==> src/rtl/cordic_sequencer_if.sv <==
// Handshake and core-feed bundle of the CORDIC sequencer.
// slave = sequencer side, master = angle source / result sink / core model side.
interface cordic_sequencer_if #(
  parameter int BITS  = 16,
  parameter int STEPS = 14
);
  localparam int SW = (STEPS > 1) ? $clog2(STEPS) : 1;

  logic                   in_valid;
  logic                   in_ready;
  logic signed [BITS:0]   in_angle;

  logic                   out_valid;
  logic                   out_ready;
  logic signed [BITS-1:0] cos_out;
  logic signed [BITS-1:0] sin_out;
  logic                   range_err;

  logic signed [BITS-1:0] core_x;
  logic signed [BITS-1:0] core_y;
  logic signed [BITS:0]   core_b;
  logic [SW-1:0]          core_step;
  logic signed [BITS-1:0] core_x_res;
  logic signed [BITS-1:0] core_y_res;
  logic signed [BITS:0]   core_b_res;

  modport slave (
    input  in_valid, in_angle, out_ready, core_x_res, core_y_res, core_b_res,
    output in_ready, out_valid, cos_out, sin_out, range_err,
           core_x, core_y, core_b, core_step
  );

  modport master (
    output in_valid, in_angle, out_ready, core_x_res, core_y_res, core_b_res,
    input  in_ready, out_valid, cos_out, sin_out, range_err,
           core_x, core_y, core_b, core_step
  );
endinterface

==> src/rtl/cordic_sequencer.sv <==
// Iterative CORDIC driver: clamps/folds one angle, runs STEPS core iterations, returns cos/sin.
// Result valid STEPS edges after accept; single transaction in flight, result held until out_ready.
module cordic_sequencer #(
  parameter int              BITS      = 16,
  parameter int              STEPS     = 14,
  parameter logic [BITS-1:0] K_INIT    = 16'h26DD,
  parameter int              PI_Q      = 51472,
  parameter int              HALF_PI_Q = 25736
) (
  input logic               clk,
  input logic               rst_n,
  cordic_sequencer_if.slave bus
);
  localparam int SW = (STEPS > 1) ? $clog2(STEPS) : 1;
  localparam logic signed [BITS:0] PI_A   = (BITS+1)'(PI_Q);
  localparam logic signed [BITS:0] HALF_A = (BITS+1)'(HALF_PI_Q);
  localparam logic [SW-1:0]        LAST   = SW'(STEPS - 1);

  typedef enum logic [1:0] {IDLE, RUN, DONE} state_t;

  state_t                 state_q, state_d;
  logic                   in_ready;
  logic                   accept;
  logic                   last_step;

  logic signed [BITS-1:0] core_x_q, core_y_q;
  logic signed [BITS:0]   core_b_q;
  logic [SW-1:0]          step_q;
  logic signed [BITS-1:0] cos_q, sin_q;
  logic                   range_err_q;
  logic                   negate_q;
  logic                   out_valid_q;

  logic signed [BITS:0]   ang_clamp, ang_fold;
  logic                   clamped, fold;

  // Clamp to +-pi, then reflect through +-pi into the core's +-pi/2 range;
  // the reflection is undone by negating both results at the end.
  always_comb begin
    ang_clamp = bus.in_angle;
    clamped   = 1'b0;
    if (bus.in_angle > PI_A) begin
      ang_clamp = PI_A;
      clamped   = 1'b1;
    end else if (bus.in_angle < -PI_A) begin
      ang_clamp = -PI_A;
      clamped   = 1'b1;
    end

    ang_fold = ang_clamp;
    fold     = 1'b0;
    if (ang_clamp > HALF_A) begin
      ang_fold = ang_clamp - PI_A;
      fold     = 1'b1;
    end else if (ang_clamp < -HALF_A) begin
      ang_fold = ang_clamp + PI_A;
      fold     = 1'b1;
    end
  end

  assign last_step = (step_q == LAST);
  assign accept    = bus.in_valid && in_ready;

  always_ff @(posedge clk) begin
    if (!rst_n) begin
      state_q <= IDLE;
    end else begin
      state_q <= state_d;
    end
  end

  always_comb begin
    state_d  = state_q;
    in_ready = 1'b0;
    case (state_q)
      IDLE: begin
        in_ready = 1'b1;
        if (bus.in_valid) begin
          state_d = RUN;
        end
      end
      RUN: begin
        if (last_step) begin
          state_d = DONE;
        end
      end
      DONE: begin
        if (bus.out_ready) begin
          state_d = IDLE;
        end
      end
      default: state_d = IDLE;
    endcase
  end

  always_ff @(posedge clk) begin
    if (!rst_n) begin
      core_x_q    <= '0;
      core_y_q    <= '0;
      core_b_q    <= '0;
      step_q      <= '0;
      cos_q       <= '0;
      sin_q       <= '0;
      range_err_q <= 1'b0;
      negate_q    <= 1'b0;
      out_valid_q <= 1'b0;
    end else begin
      out_valid_q <= (state_d == DONE);
      case (state_q)
        IDLE: begin
          if (accept) begin
            range_err_q <= clamped;
            negate_q    <= fold;
            core_x_q    <= K_INIT;
            core_y_q    <= '0;
            core_b_q    <= ang_fold;
            step_q      <= '0;
          end
        end
        RUN: begin
          core_x_q <= bus.core_x_res;
          core_y_q <= bus.core_y_res;
          core_b_q <= bus.core_b_res;
          if (last_step) begin
            cos_q <= negate_q ? -bus.core_x_res : bus.core_x_res;
            sin_q <= negate_q ? -bus.core_y_res : bus.core_y_res;
          end else begin
            step_q <= step_q + SW'(1);
          end
        end
        default: ;
      endcase
    end
  end

  assign bus.in_ready  = in_ready;
  assign bus.out_valid = out_valid_q;
  assign bus.cos_out   = cos_q;
  assign bus.sin_out   = sin_q;
  assign bus.range_err = range_err_q;
  assign bus.core_x    = core_x_q;
  assign bus.core_y    = core_y_q;
  assign bus.core_b    = core_b_q;
  assign bus.core_step = step_q;
endmodule

==> src/flat_wrapper.sv <==
// flat-port wrapper written by rule: the top's interface ports become plain ports
module cordic_sequencer_flat 
#(
  parameter int              BITS      = 16,
  parameter int              STEPS     = 14,
  parameter logic [BITS-1:0] K_INIT    = 16'h26DD,
  parameter int              PI_Q      = 51472,
  parameter int              HALF_PI_Q = 25736
)
  (clk, rst_n, bus_in_valid, bus_in_angle, bus_out_ready, bus_core_x_res, bus_core_y_res, bus_core_b_res, bus_in_ready, bus_out_valid, bus_cos_out, bus_sin_out, bus_range_err, bus_core_x, bus_core_y, bus_core_b, bus_core_step);
  cordic_sequencer_if #(.BITS(BITS), .STEPS(STEPS)) bus_i ();
  input logic clk;
  input logic rst_n;
  input wire logic [$bits(bus_i.in_valid)-1:0] bus_in_valid;
  input wire logic [$bits(bus_i.in_angle)-1:0] bus_in_angle;
  input wire logic [$bits(bus_i.out_ready)-1:0] bus_out_ready;
  input wire logic [$bits(bus_i.core_x_res)-1:0] bus_core_x_res;
  input wire logic [$bits(bus_i.core_y_res)-1:0] bus_core_y_res;
  input wire logic [$bits(bus_i.core_b_res)-1:0] bus_core_b_res;
  output wire logic [$bits(bus_i.in_ready)-1:0] bus_in_ready;
  output wire logic [$bits(bus_i.out_valid)-1:0] bus_out_valid;
  output wire logic [$bits(bus_i.cos_out)-1:0] bus_cos_out;
  output wire logic [$bits(bus_i.sin_out)-1:0] bus_sin_out;
  output wire logic [$bits(bus_i.range_err)-1:0] bus_range_err;
  output wire logic [$bits(bus_i.core_x)-1:0] bus_core_x;
  output wire logic [$bits(bus_i.core_y)-1:0] bus_core_y;
  output wire logic [$bits(bus_i.core_b)-1:0] bus_core_b;
  output wire logic [$bits(bus_i.core_step)-1:0] bus_core_step;
  assign bus_i.in_valid = bus_in_valid;
  assign bus_i.in_angle = bus_in_angle;
  assign bus_i.out_ready = bus_out_ready;
  assign bus_i.core_x_res = bus_core_x_res;
  assign bus_i.core_y_res = bus_core_y_res;
  assign bus_i.core_b_res = bus_core_b_res;
  assign bus_in_ready = bus_i.in_ready;
  assign bus_out_valid = bus_i.out_valid;
  assign bus_cos_out = bus_i.cos_out;
  assign bus_sin_out = bus_i.sin_out;
  assign bus_range_err = bus_i.range_err;
  assign bus_core_x = bus_i.core_x;
  assign bus_core_y = bus_i.core_y;
  assign bus_core_b = bus_i.core_b;
  assign bus_core_step = bus_i.core_step;
  cordic_sequencer #(.BITS(BITS), .STEPS(STEPS), .K_INIT(K_INIT), .PI_Q(PI_Q), .HALF_PI_Q(HALF_PI_Q)) u_core (.clk(clk), .rst_n(rst_n), .bus(bus_i));
endmodule
==> config.mk <==
export PLATFORM = sky130hd
export DESIGN_NAME = cordic_sequencer_flat
export DESIGN_NICKNAME = d
export VERILOG_FILES = /design/src/rtl/cordic_sequencer_if.sv /design/src/rtl/cordic_sequencer.sv /design/src/flat_wrapper.sv
export SDC_FILE = /design/constraint.sdc
export NUM_CORES = 1
export LEC_CHECK = 0
export CAP_MARGIN = 15
export CORE_AREA = 2 2 108 110
export CTS_CLUSTER_SIZE = 24
export DETAILED_ROUTE_END_ITERATION = 7
export DIE_AREA = 0 0 110 112
export HOLD_SLACK_MARGIN = 0.03
export PLACE_DENSITY_LB_ADDON = 0.3
export REMOVE_ABC_BUFFERS = 1
export SLEW_MARGIN = 30
export SYNTH_ARGS = -nofsm -noshare
export SYNTH_HDL_FRONTEND = slang
export SYNTH_SLANG_ARGS = --single-unit
==> constraint.sdc <==
create_clock -name clk -period 5.69 [get_ports clk]
set_clock_uncertainty 0.05 [all_clocks]
set_input_delay 0.8535 -clock clk [delete_from_list [all_inputs] [get_ports clk]]
set_output_delay 0.8535 -clock clk [all_outputs]
set_load 0.01 [all_outputs]
==> reports/metrics.cfg, run 1 <==
[run]
drv_cap = 0

[sta]
holdWs_ns = 0.420
clock.fmax_mhz = 210
fin_crit_ns = 4.76
setup_viol = 0
grt_setup_unrepaired = no
finalCritPeriodShare_pct = 83.7
maxSlewViolCount = 0
tightest_slew_ns = 0.968
slew_headroom_pct = 35.4
setup_tns_ns = 0
finalHoldViolCount = 0

[die]
rows = 39
die_w_um = 110
die_h_um = 112
io_pins = 158
core-area_sq_mm = 0.0112
dieArea_sq_mm = 0.0123
start_util_pct = 45.8

[finish]
multi_input_area_sq_mm = 0.00304
drive_above_1_share_pct = 7.99
final_nets = 810
regArea_sq_mm = 0.00180
final_core_util_pct = 63.7
fillerInstances = 961
num_antenna_cells = 0
area_growth_pct = 38.9

[power]
p_sw_share_pct = 28.3
power.switching_w = 0.000497
p_total_w = 0.00176
power_frac_seq_pct = 38.6
power.leakage_nw = 2.74
p_int_w = 0.00126
combPwrFrac_pct = 24.0
powerDensity_mw_per_mm2 = 247
clockPowerShare_pct = 37.4
ir_worst_vdd_v = 0.000187

[setup_path]
max_stage_delay_ns = 0.66
crit_fanout = 10
cp_slowest_cell = clkdlybuf4s50_1
startpoint_type = input port
crit_arrival_ns = 4.95
path_cells = clkdlybuf4s50_1 > a41o_1 > a21oi_1 > o21ai_0 > nand2_1 > ha_1 > nor3_1 > ha_1 > or3b_1 > a2111o_1 > a2111oi_4 > nor3_2 > a211oi_2 > xor2_1 > a21oi_1
worstPathRequired_ns = 5.88
path_class = in -> reg
path_delay_family = compound AO/OA/AOI/OAI gates
cp.buffers_inverters = 1
rrSetupSlack_ns = 3.27
end_kind = flop

[clock_tree]
cts_max_path_buffers = 2
ctsResizeCount = 0
clkTransAtPathRegs_ns = 0.07
hold_buffers = 0
cts_root_buffer = clkbuf_16
cts_setup_buffers = 0
cts_sinks = 90
h-tree-depth = 3
insertion_delay_ns = 0.34
cts_tree = built
cts_buffers = 9

[yosys]
async_flop_share_pct = 0
synth-seq-cells = 90
synth_cell_types = 77
yosysTopAreaCellShare_pct = 35.2
synth.largest_area_cell = dfxtp_1
syn_area_per_cell_sq_um = 8.55
netlist_area_sq_mm = 0.00512
ys.flop_type = dfxtp_1
yosys-top-cells-area = dfxtp_1, nand2_1, o211a_1
yosysSeqAreaShare_pct = 35.2
synth_cells = 599
yosys_warnings = 0
synth_edf_count = 0

[global_routing]
grtUsageTotal_pct = 26.2
grt_max_degree = 65
antenna_found_initial = 0
grt_pass1_vias = 5047
overflow = 0
grt_pass1_wl_um = 25400

[route]
num_vias = 5267
wl_um = 16200
drc = 0
via_per_inst = 5.98
dr.first_iter.drc_count = 279
firstDrtPassIters = 5
wl_per_cell_um = 18.4
drt.antenna.violating_nets = 0

[placed_design]
hpwlAfterDp_um = 11300
place_congestion = 0.867
io_buffers = 157

[min_path]
worst_hold_path_type = reg -> reg

[status]
outcome = completed

-- path summary, 6_finish.rpt --
path                                 startpoint                             endpoint  cells after the start
min reg2reg  u_core.bus.cos_out[6]$_SDFFE_PN0P_   u_core.bus.cos_out[6]$_SDFFE_PN0P_                      2
min          u_core.bus.cos_out[6]$_SDFFE_PN0P_   u_core.bus.cos_out[6]$_SDFFE_PN0P_                      2
max reg2reg        u_core.state_q[1]$_SDFF_PN0_  u_core.bus.sin_out[15]$_SDFFE_PN0P_                      5
max                             bus_in_angle[5]   u_core.bus.core_b[14]$_SDFFE_PN0P_                     15
-- routing by layer --
layer / share of wire (%) / track usage [%] / up-vias
li1: - / - / 2512
met1: 42 / 33.7 / 2497
met2: 48 / 42.3 / 221
met3: 7.6 / 6.50 / 37
met4: 2.5 / 9.28 / 0
met5: 0 / 0 / -
-- worst min-delay path: cells and delay by family (launching register included) --
family	cells	cell delay, ns
simple gates	1	0.05
compound gates	1	0.06
flops	1	0.31
-- placed cells by master, fill, tap and decap left out, types with 9 or more instances in the layout --
cell type,Yosys,routed
nand2_1,68,68
nor4_1,10,10
or3_1,11,11
nor2b_1,32,32
o21ai_0,34,34
clkbuf_16,0,9
nor2_1,33,31
xor2_1,22,22
o31ai_1,10,10
a22oi_1,27,27
inv_1,10,10
clkdlybuf4s50_1,0,156
a21oi_1,16,16
dfxtp_1,90,90
o221a_2,9,9
nand3_1,13,13
o211a_1,21,21
nor3_1,9,9
buf_4,9,14
-- power by group through the flow --
stage	clock, W	sequential (W)	combinational [W]
floorplan	0	0.000708	0.000191
global placement	0	0.000692	0.000410
detailed placement	0	0.000692	0.000414
CTS	0.000672	0.000679	0.000417
global route	0.000695	0.000682	0.000458
finish	0.000658	0.000679	0.000422
-- synthesized netlist by cell type (4+ instances only) --
| cell | n |
|---|---|
| dfxtp_1 | 90 |
| nand2_1 | 68 |
| o21ai_0 | 34 |
| nor2_1 | 33 |
| nor2b_1 | 32 |
| clkbuf_1 | 29 |
| a22oi_1 | 27 |
| xor2_1 | 22 |
| o211a_1 | 21 |
| a21oi_1 | 16 |
| nand3_1 | 13 |
| or3_1 | 11 |
| inv_1 | 10 |
| nor4_1 | 10 |
| o31ai_1 | 10 |
| buf_4 | 9 |
| nor3_1 | 9 |
| o221a_2 | 9 |
| and2_1 | 8 |
| nand2b_1 | 8 |
| xnor2_1 | 8 |
| ha_1 | 7 |
| a21boi_0 | 6 |
| buf_2 | 6 |
| o211ai_1 | 6 |
| a211oi_1 | 5 |
| a31oi_1 | 5 |
| a222oi_1 | 4 |
| a311oi_1 | 4 |
| nor3b_1 | 4 |
-- sequential cells by signal (all words and copies together), names as in the netlist --
register,cells
u_core.state_q,2
u_core.bus.core_step,4
u_core.bus.range_err,1
u_core.bus.cos_out,16
u_core.bus.sin_out,16
u_core.bus.core_b,17
u_core.bus.out_valid,1
u_core.negate_q,1
u_core.bus.core_y,16
u_core.bus.core_x,16
-- metrics by stage --
stage,setup WS (ns),area [sq um],instances
2_1_floorplan,1.26,4870,549
3_3_place_gp,0.673,6730,863
3_5_place_dp,0.601,6730,863
4_1_cts,0.967,7060,879
5_1_grt,0.674,7120,881
6_report,0.929,7120,881
-- layout make-up --
| cell class | instances | share of cell area, % |
|---|---|---|
| multi-input cells | 448 | 42.7 |
| flip-flops and latches | 90 | 25.3 |
| repair buffers | 173 | 24.3 |
| clock buffers | 11 | 3.41 |
| well taps | 143 | 2.51 |
| clock inverters | 5 | 1.21 |
| inverters | 11 | 0.580 |
-- cell families (layout without fill, tap and decap cells) --
group | after synthesis | in the layout | share of synthesized area (%)
AND/OR/NAND/NOR | 218 | 218 | 22.2
adder cells (fa/ha/maj) | 7 | 7 | 1.71
AO/OA/AOI/OAI | 192 | 192 | 29.8
buffers and inverters | 61 | 200 | 5.79
flip-flops | 90 | 90 | 35.2
multiplexers | 1 | 1 | 0.195
XOR/XNOR | 30 | 30 | 5.13
Note: power is estimated with default switching activity, not from simulation.
==> inputs of run 2 (changes only) <==
Clock period 5.69 ns to 4.6 ns, I/O delays scaled along.
==> reports/metrics.cfg, run 2 (same netlist as run 1, synthesis figures left out) <==
[clock_tree]
ctsResizeCount = 0
cts_setup_buffers = 0
cts_buffers = 9
cts_root_buffer = clkbuf_16
h-tree-depth = 3
cts_tree = built
insertion_delay_ns = 0.34
cts_sinks = 90
cts_max_path_buffers = 2
hold_buffers = 0
clkTransAtPathRegs_ns = 0.06

[setup_path]
crit_fanout = 5
crit_arrival_ns = 4.44
path_delay_family = compound AO/OA/AOI/OAI gates
path_cells = clkdlybuf4s50_1 > a41o_1 > a21oi_1 > o21ai_0 > nand2_1 > ha_1 > nor3_1 > ha_1 > or3b_1 > a2111o_1 > a2111oi_4 > nor3_2 > a211oi_2 > xor2_1 > a21oi_1
worstPathRequired_ns = 4.78
startpoint_type = input port
cp_slowest_cell = a2111o_1
cp.buffers_inverters = 1
max_stage_delay_ns = 0.52
end_kind = flop
path_class = in -> reg

[finish]
drive_above_1_share_pct = 9.20
area_growth_pct = 40.0
final_common_cell = clkdlybuf4s50_1
multi_input_area_sq_mm = 0.00304
final_nets = 822
fillerInstances = 946
num_antenna_cells = 0
final_cell_mix = clkdlybuf4s50_1, dfxtp_1, nand2_1
regArea_sq_mm = 0.00180
final_cells = 893
largest_reg_flops = 17

[route]
num_vias = 5254
drc = 0
wl_um = 16800
dr.first_iter.drc_count = 358
firstDrtPassIters = 5
via_per_inst = 5.88
drt.antenna.violating_nets = 0
wl_per_cell_um = 18.8

[placed_design]
io_buffers = 157
place_congestion = 0.910
hpwlAfterDp_um = 11900
dp_cells = 876

[die]
core-area_sq_mm = 0.0112
dieArea_sq_mm = 0.0123
die_h_um = 112
rows = 39
start_util_pct = 45.8
io_pins = 158
die_w_um = 110

[power]
powerDensity_mw_per_mm2 = 294
ir_worst_vdd_v = 0.000215
power.leakage_nw = 2.78

[global_routing]
grt_pass1_wl_um = 26400
grt_pass1_vias = 5179
grtUsageTotal_pct = 27.2
overflow = 0
grt_max_degree = 55
antenna_found_initial = 0

[min_path]
worst_hold_path_type = reg -> reg

[status]
outcome = completed

[sta]
setup_tns_ns = 0
finalHoldViolCount = 0
finalCritPeriodShare_pct = 92.6
setup_viol = 0
grt_setup_unrepaired = no
slew_headroom_pct = 42.6
maxSlewViolCount = 0
tightest_slew_ns = 0.861
clock.fmax_mhz = 235
fin_crit_ns = 4.26

[run]
drv_cap = 0

[run 2: tightest hold or removal path, cell delays in order, from the launching register on]
cell and delay [ns]:
dfxtp_1 0.31, nand3_1 0.06, o21ai_1 0.05
[run 2: per-layer routing]
metal / global-route usage [%] / part of all wire [%] / up-vias
met5: 0 / 0 / -
met4: 9.03 / 2.0 / 0
met3: 5.27 / 5.7 / 25
met2: 46.0 / 48 / 188
met1: 34.2 / 44 / 2513
li1: - / - / 2528
[run 2: path summary, 6_finish.rpt]
path | end | cells past startpoint | slack, ns | startpoint
min reg2reg | u_core.bus.cos_out[13]$_SDFFE_PN0P_ | 2 | 0.42 | u_core.bus.cos_out[13]$_SDFFE_PN0P_
max | u_core.bus.core_b[14]$_SDFFE_PN0P_ | 15 | 0.34 | bus_in_angle[4]
min | u_core.bus.cos_out[13]$_SDFFE_PN0P_ | 2 | 0.42 | u_core.bus.cos_out[13]$_SDFFE_PN0P_
max reg2reg | u_core.bus.sin_out[15]$_SDFFE_PN0P_ | 5 | 2.21 | u_core.state_q[1]$_SDFF_PN0_
[run 2: through the flow]
step | worst slack (ns) | area, sq um | hold slack, ns | utilization [%] | total power [W]
floorplan | 0.336 | 4870 | 0.432 | - | 0.00111
global placement | 0.107 | 6840 | 0.401 | 61.2 | 0.00138
detailed placement | 0.0212 | 6860 | 0.408 | 61.4 | 0.00139
CTS | 0.374 | 7150 | 0.417 | 64.0 | 0.00211
global route | 0.0884 | 7170 | 0.450 | 64.2 | 0.00220
finish | 0.341 | 7170 | 0.417 | 64.2 | 0.00211
[run 2: cell type report]
class                           count  area share [%]
Timing Repair Buffer              185            25.3
Tap cell                          143            2.50
Multi-Input combinational cell    448            42.4
Inverter                           11           0.576
Clock inverter                      4           0.733
Sequential cell                    90            25.1
Clock buffer                       12            3.30
[run 2: where the power goes]
| part | internal [W] | leakage (nW) | switching (W) |
|---|---|---|---|
| sequential | 0.000818 | 0.735 | 0.0000235 |
| combinational | 0.000259 | 1.91 | 0.000278 |
| clock | 0.000423 | 0.141 | 0.000306 |
| total | 0.00150 | 2.78 | 0.000608 |
